[src/rtl/seg_display_mux.sv]
// Four-digit multiplexed 7-segment driver (MM:SS) with active-low segments and digit enables.
// Optional adjust-field blinking is compiled in when SEG_BLINK_EN is defined.
module seg_display_mux #(
    parameter int unsigned SCAN_DIV  = 50000,
    parameter int unsigned BLINK_DIV = 25000000
) (
    input  logic       clk,
    input  logic       reset,
    input  logic [2:0] min1,
    input  logic [3:0] min2,
    input  logic [2:0] sec1,
    input  logic [3:0] sec2,
    input  logic       adj,
    input  logic       sel,
    output logic       seg1,
    output logic       seg2,
    output logic       seg3,
    output logic       seg4,
    output logic       seg5,
    output logic       seg6,
    output logic       seg7,
    output logic       dig1,
    output logic       dig2,
    output logic       dig3,
    output logic       dig4
);

    localparam int unsigned SCAN_W = (SCAN_DIV > 2) ? $clog2(SCAN_DIV) : 1;
    localparam logic [SCAN_W-1:0] SCAN_LAST = SCAN_W'(SCAN_DIV - 1);

    logic [SCAN_W-1:0] r_scan_cnt;
    logic [1:0]        r_idx;
    logic [6:0]        r_seg;
    logic [3:0]        r_dig;

    logic [3:0]        w_value;
    logic [3:0]        w_dig_code;
    logic [6:0]        w_seg_code;
    logic              w_blank;

    // Slot timer and digit index
    always_ff @(posedge clk) begin
        if (reset) begin
            r_scan_cnt <= '0;
            r_idx      <= 2'd0;
        end else if (r_scan_cnt == SCAN_LAST) begin
            r_scan_cnt <= '0;
            r_idx      <= r_idx + 2'd1;
        end else begin
            r_scan_cnt <= r_scan_cnt + SCAN_W'(1);
        end
    end

    // Digit select: value for the current slot and its active-low enable
    always_comb begin
        w_value    = 4'd0;
        w_dig_code = 4'b1111;
        case (r_idx)
            2'd0: begin w_value = {1'b0, min1}; w_dig_code = 4'b0111; end
            2'd1: begin w_value = min2;         w_dig_code = 4'b1011; end
            2'd2: begin w_value = {1'b0, sec1}; w_dig_code = 4'b1101; end
            default: begin w_value = sec2;      w_dig_code = 4'b1110; end
        endcase
    end

    // BCD to segments a..g (MSB = a), active-low; non-BCD shows a dash
    always_comb begin
        w_seg_code = 7'b1111110;
        case (w_value)
            4'd0: w_seg_code = 7'b0000001;
            4'd1: w_seg_code = 7'b1001111;
            4'd2: w_seg_code = 7'b0010010;
            4'd3: w_seg_code = 7'b0000110;
            4'd4: w_seg_code = 7'b1001100;
            4'd5: w_seg_code = 7'b0100100;
            4'd6: w_seg_code = 7'b0100000;
            4'd7: w_seg_code = 7'b0001111;
            4'd8: w_seg_code = 7'b0000000;
            4'd9: w_seg_code = 7'b0000100;
            default: w_seg_code = 7'b1111110;
        endcase
    end

`ifdef SEG_BLINK_EN
    localparam int unsigned BLINK_W = (BLINK_DIV > 2) ? $clog2(BLINK_DIV) : 1;
    localparam logic [BLINK_W-1:0] BLINK_LAST = BLINK_W'(BLINK_DIV - 1);

    logic [BLINK_W-1:0] r_blink_cnt;
    logic               r_phase;

    // Blink timer restarts visible whenever adjust mode is off
    always_ff @(posedge clk) begin
        if (reset || !adj) begin
            r_blink_cnt <= '0;
            r_phase     <= 1'b1;
        end else if (r_blink_cnt == BLINK_LAST) begin
            r_blink_cnt <= '0;
            r_phase     <= ~r_phase;
        end else begin
            r_blink_cnt <= r_blink_cnt + BLINK_W'(1);
        end
    end

    // Minutes occupy idx 0/1 (idx[1]=0), seconds idx 2/3 (idx[1]=1)
    assign w_blank = adj && !r_phase && (sel ? r_idx[1] : !r_idx[1]);
`else
    logic w_unused_adjust;
    assign w_unused_adjust = ^{adj, sel};
    assign w_blank         = 1'b0;
`endif

    // Registered outputs, one cycle behind the current slot and inputs
    always_ff @(posedge clk) begin
        if (reset) begin
            r_seg <= 7'b1111111;
            r_dig <= 4'b1111;
        end else begin
            r_seg <= w_blank ? 7'b1111111 : w_seg_code;
            r_dig <= w_dig_code;
        end
    end

    assign {seg1, seg2, seg3, seg4, seg5, seg6, seg7} = r_seg;
    assign {dig1, dig2, dig3, dig4}                   = r_dig;

endmodule

[config.mk]
export PLATFORM = sky130hd
export DESIGN_NAME = seg_display_mux
export DESIGN_NICKNAME = d
export VERILOG_FILES = /design/src/rtl/seg_display_mux.sv
export SDC_FILE = /design/constraint.sdc
export NUM_CORES = 1
export LEC_CHECK = 0
export BUFFER_PORTS_ARGS = -buffer_cell sky130_fd_sc_hd__buf_2
export CAP_MARGIN = 20
export CORE_UTILIZATION = 57
export DETAILED_ROUTE_END_ITERATION = 8
export PLACE_DENSITY_LB_ADDON = 0.25
export SLEW_MARGIN = 20
export SYNTH_ARGS = -nofsm -noshare
export SYNTH_HDL_FRONTEND = slang
export SYNTH_SLANG_ARGS = --single-unit
[constraint.sdc]
create_clock -name clk -period 4.7 [get_ports clk]
set_input_delay 0.235 -clock clk [delete_from_list [all_inputs] [get_ports clk]]
set_output_delay 0.235 -clock clk [all_outputs]
set_load 0.01 [all_outputs]
==> results.cfg <==
[global_routing]
first_global_vias = 1023
largest_net_degree_at_the_start_of_global_routing = 15
grt_first_pass_wirelength_mm = 4.35
antenna_found_initial = 0
grt_overflow = 0
globalRouteTotalUtil_pct = 22.6

[synth]
number_of_synthesized_flops_with_an_enable_pin = 0
ys_ff_latch = 29
count_of_unique_library_cells_instantiated_by_yosys = 36
synth_fp_nets = 179
synthDominantAreaCellType = sky130_fd_sc_hd__dfxtp_1
ys.flop_type = sky130_fd_sc_hd__dfxtp_1
synth.top_cell.area_share_pct = 40.5
yosys_warnings = 0
async_flop_share_pct = 0
synth_area_mm2 = 0.00144
seq_area_frac_synth_pct = 40.5
netlist_instances = 151
avgSynthCellArea_um2 = 9.50
post_synth_main_area_contributors = sky130_fd_sc_hd__dfxtp_1 40%, sky130_fd_sc_hd__ha_1 8.7%, sky130_fd_sc_hd__xnor2_1 6.7%

[timing]
final_max_slew_viol_count = 0
fin_hold_ws_ps = 222
final-hold-violation-count = 0
slew_at_the_pin_with_the_worst_max_slew_slack_ps = 848
clock_skew_ps = 4.86
rsz0062_at_grt = no
final.setup.tns_ps = 0
slew_headroom_pct = 41.8
fin_crit_ps = 2230
layout_setup_ws_ps = 2470
max_freq_mhz = 449
post-route-period-util_pct = 47.3
report.final.setup_viol = 0

[clock_tree]
hold_buffers = 0
numClockSinks = 29
cts_tree = yes
worstSkewPairLatency_ps = 320
worst_setup_hold_path_clk_slew_ps = 90
total_setup_buffers_inserted_after_cts = 0
cts.path.max_buffers = 2
numCtsBuffers = 5
post_cts.resized_instances = 0
root_buffer_selected_by_cts = sky130_fd_sc_hd__clkbuf_4
h-tree-depth = 2

[setup_path]
timing.setup.critical_path_class = reg -> reg
regToRegEndpoint = r_seg[1]
critical_path_start_type = register
timing.critical_path.arrival_ps = 2400
setup.worst_path.end_class = register
cp.required_ps = 4870
worstRegToRegCells = 6
timing.critical_path.fanout_max = 12
setup.worst_path.start = r_idx[0]
r2r-start = r_idx[0]
rrSetupSlack_ps = 2470

[power_and_ir_drop]
power_density_mw_per_mm2 = 271
power.ir.vdd_worst_uv = 240
static-leakage-power_nw = 0.616
final_total_power_w = 0.000436

[placed_design]
detailedPlacementHpwl_mm = 1.88
pre_cts_ws_ps = 2500
buffer_ports.inserted = 26
globalplace.congestion = 0.806

[route]
drt-pass1-iter-count = 7
detail_route.wirelength_mm = 2.55
drt-vias-per-instance = 5.61
wire_length_per_cell_um = 12.3
violation_count_after_the_first_detailed_routing_iteration = 27
drc_errors = 0
dr_total_vias = 1167
ant_nets = 0

[finish]
filler_cell_count = 164
layout-drive-gt1-share_pct = 25.0
final_core_utilization_pct = 69.9
antenna_cells = 0
layout.nets = 207
syn_to_final_growth_pct = 11.9
leading_cell_type_in_the_layout_fill_and_taps_excluded = sky130_fd_sc_hd__dfxtp_1
leading_cell_types_in_the_layout_fill_and_taps_excluded = 29 x sky130_fd_sc_hd__dfxtp_1, 26 x sky130_fd_sc_hd__buf_2, 11 x sky130_fd_sc_hd__xnor2_1

[job]
cap_viol_max_count = 0

[status]
outcome = complete, no violations

[floorplanning]
floorplan.core_area_mm2 = 0.00230
row_count = 17
ios = 29
die_h_um = 52.2
area_of_the_die_mm2 = 0.00272
effective_utilization_at_floorplan_pct = 62.5
chipWidth_um = 52.2

[hold_path]
holdCritStartpoint = reset
hold_class = in -> reg
whs_endpoint = r_idx[1]
worstHoldPathCells = 2
==> critical path, stage by stage, from the launching register on <==
cell and delay (ps):
sky130_fd_sc_hd__dfxtp_1 360, sky130_fd_sc_hd__inv_1 90, sky130_fd_sc_hd__ha_1 250, sky130_fd_sc_hd__a222oi_1 370, sky130_fd_sc_hd__mux2i_1 350, sky130_fd_sc_hd__nor4_1 580
sky130_fd_sc_hd__a211oi_1 90
==> layout make-up <==
class	instances	area, um^2	area share (%)
clock buffer	8	48.8	3.04
inverter	11	41.3	2.57
multi-input combinational	106	771	48.0
sequential	29	581	36.1
tap	28	35.0	2.18
timing repair buffer	26	130	8.10
==> logic make-up (layout without fill, tap and decap cells) <==
group,count (synthesis),in the layout,synth area share (%)
AND/OR/NAND/NOR,63,63,26.0
flip-flops,29,29,40.5
buffers and inverters,16,45,5.84
AO/OA/AOI/OAI,15,15,7.67
XOR/XNOR,14,14,8.54
adder cells (fa/ha/maj),10,10,8.72
multiplexers,4,4,2.79
==> cells in the mapped netlist (2+ instances only) <==
cell / instances
sky130_fd_sc_hd__inv_1: 10
sky130_fd_sc_hd__a211oi_1: 5
sky130_fd_sc_hd__nor2_1: 6
sky130_fd_sc_hd__and3_1: 3
sky130_fd_sc_hd__nand4_1: 3
sky130_fd_sc_hd__xor2_1: 3
sky130_fd_sc_hd__or4b_1: 2
sky130_fd_sc_hd__clkbuf_1: 3
sky130_fd_sc_hd__nand3_1: 9
sky130_fd_sc_hd__mux2i_1: 4
sky130_fd_sc_hd__nor3_1: 7
sky130_fd_sc_hd__nand2_1: 8
sky130_fd_sc_hd__a21oi_1: 2
sky130_fd_sc_hd__dfxtp_1: 29
sky130_fd_sc_hd__ha_1: 10
sky130_fd_sc_hd__a222oi_1: 3
sky130_fd_sc_hd__nor4_1: 5
sky130_fd_sc_hd__o21ai_0: 2
sky130_fd_sc_hd__xnor2_1: 11
sky130_fd_sc_hd__nor2_2: 10
==> state kept, by name, indices dropped and copies added, names as in the netlist <==
name and cells:
r_scan_cnt 16, r_seg 7, r_dig 4, r_idx 2
==> power breakdown <==
part | internal, W | switching, W
Clock | 0.0000595 | 0.0000815
Sequential | 0.000253 | 0.00000318
Combinational | 0.0000174 | 0.0000213
==> layer usage <==
| layer | vias up | global-route usage [%] | part of all wire (%) |
|---|---|---|---|
| met3 | 8 | 9.57 | 5.4 |
| met2 | 28 | 33.8 | 43 |
| met4 | 0 | 10.1 | 2.3 |
| met1 | 538 | 28.3 | 49 |
| li1 | 593 | - | - |
| met5 | - | 0 | 0 |
==> per-stage QoR <==
stage / area (um^2) / cells
after global placement: 1560 / 200
after global routing: 1610 / 208
final: 1610 / 208
after floorplan: 1440 / 151
after CTS: 1610 / 208
after detailed placement: 1560 / 200
==> worst max-delay path by stage <==
stage / to / cells past startpoint / slack, ps
after CTS: r_seg[1] / 6 / 2480
after global routing: r_seg[6] / 6 / 2250
after floorplan: r_seg[3] / 7 / 2710
final: r_seg[1] / 6 / 2470
after detailed placement: r_seg[6] / 6 / 2500
after global placement: r_seg[1] / 6 / 2590
Power figures use the tool's default switching activity.
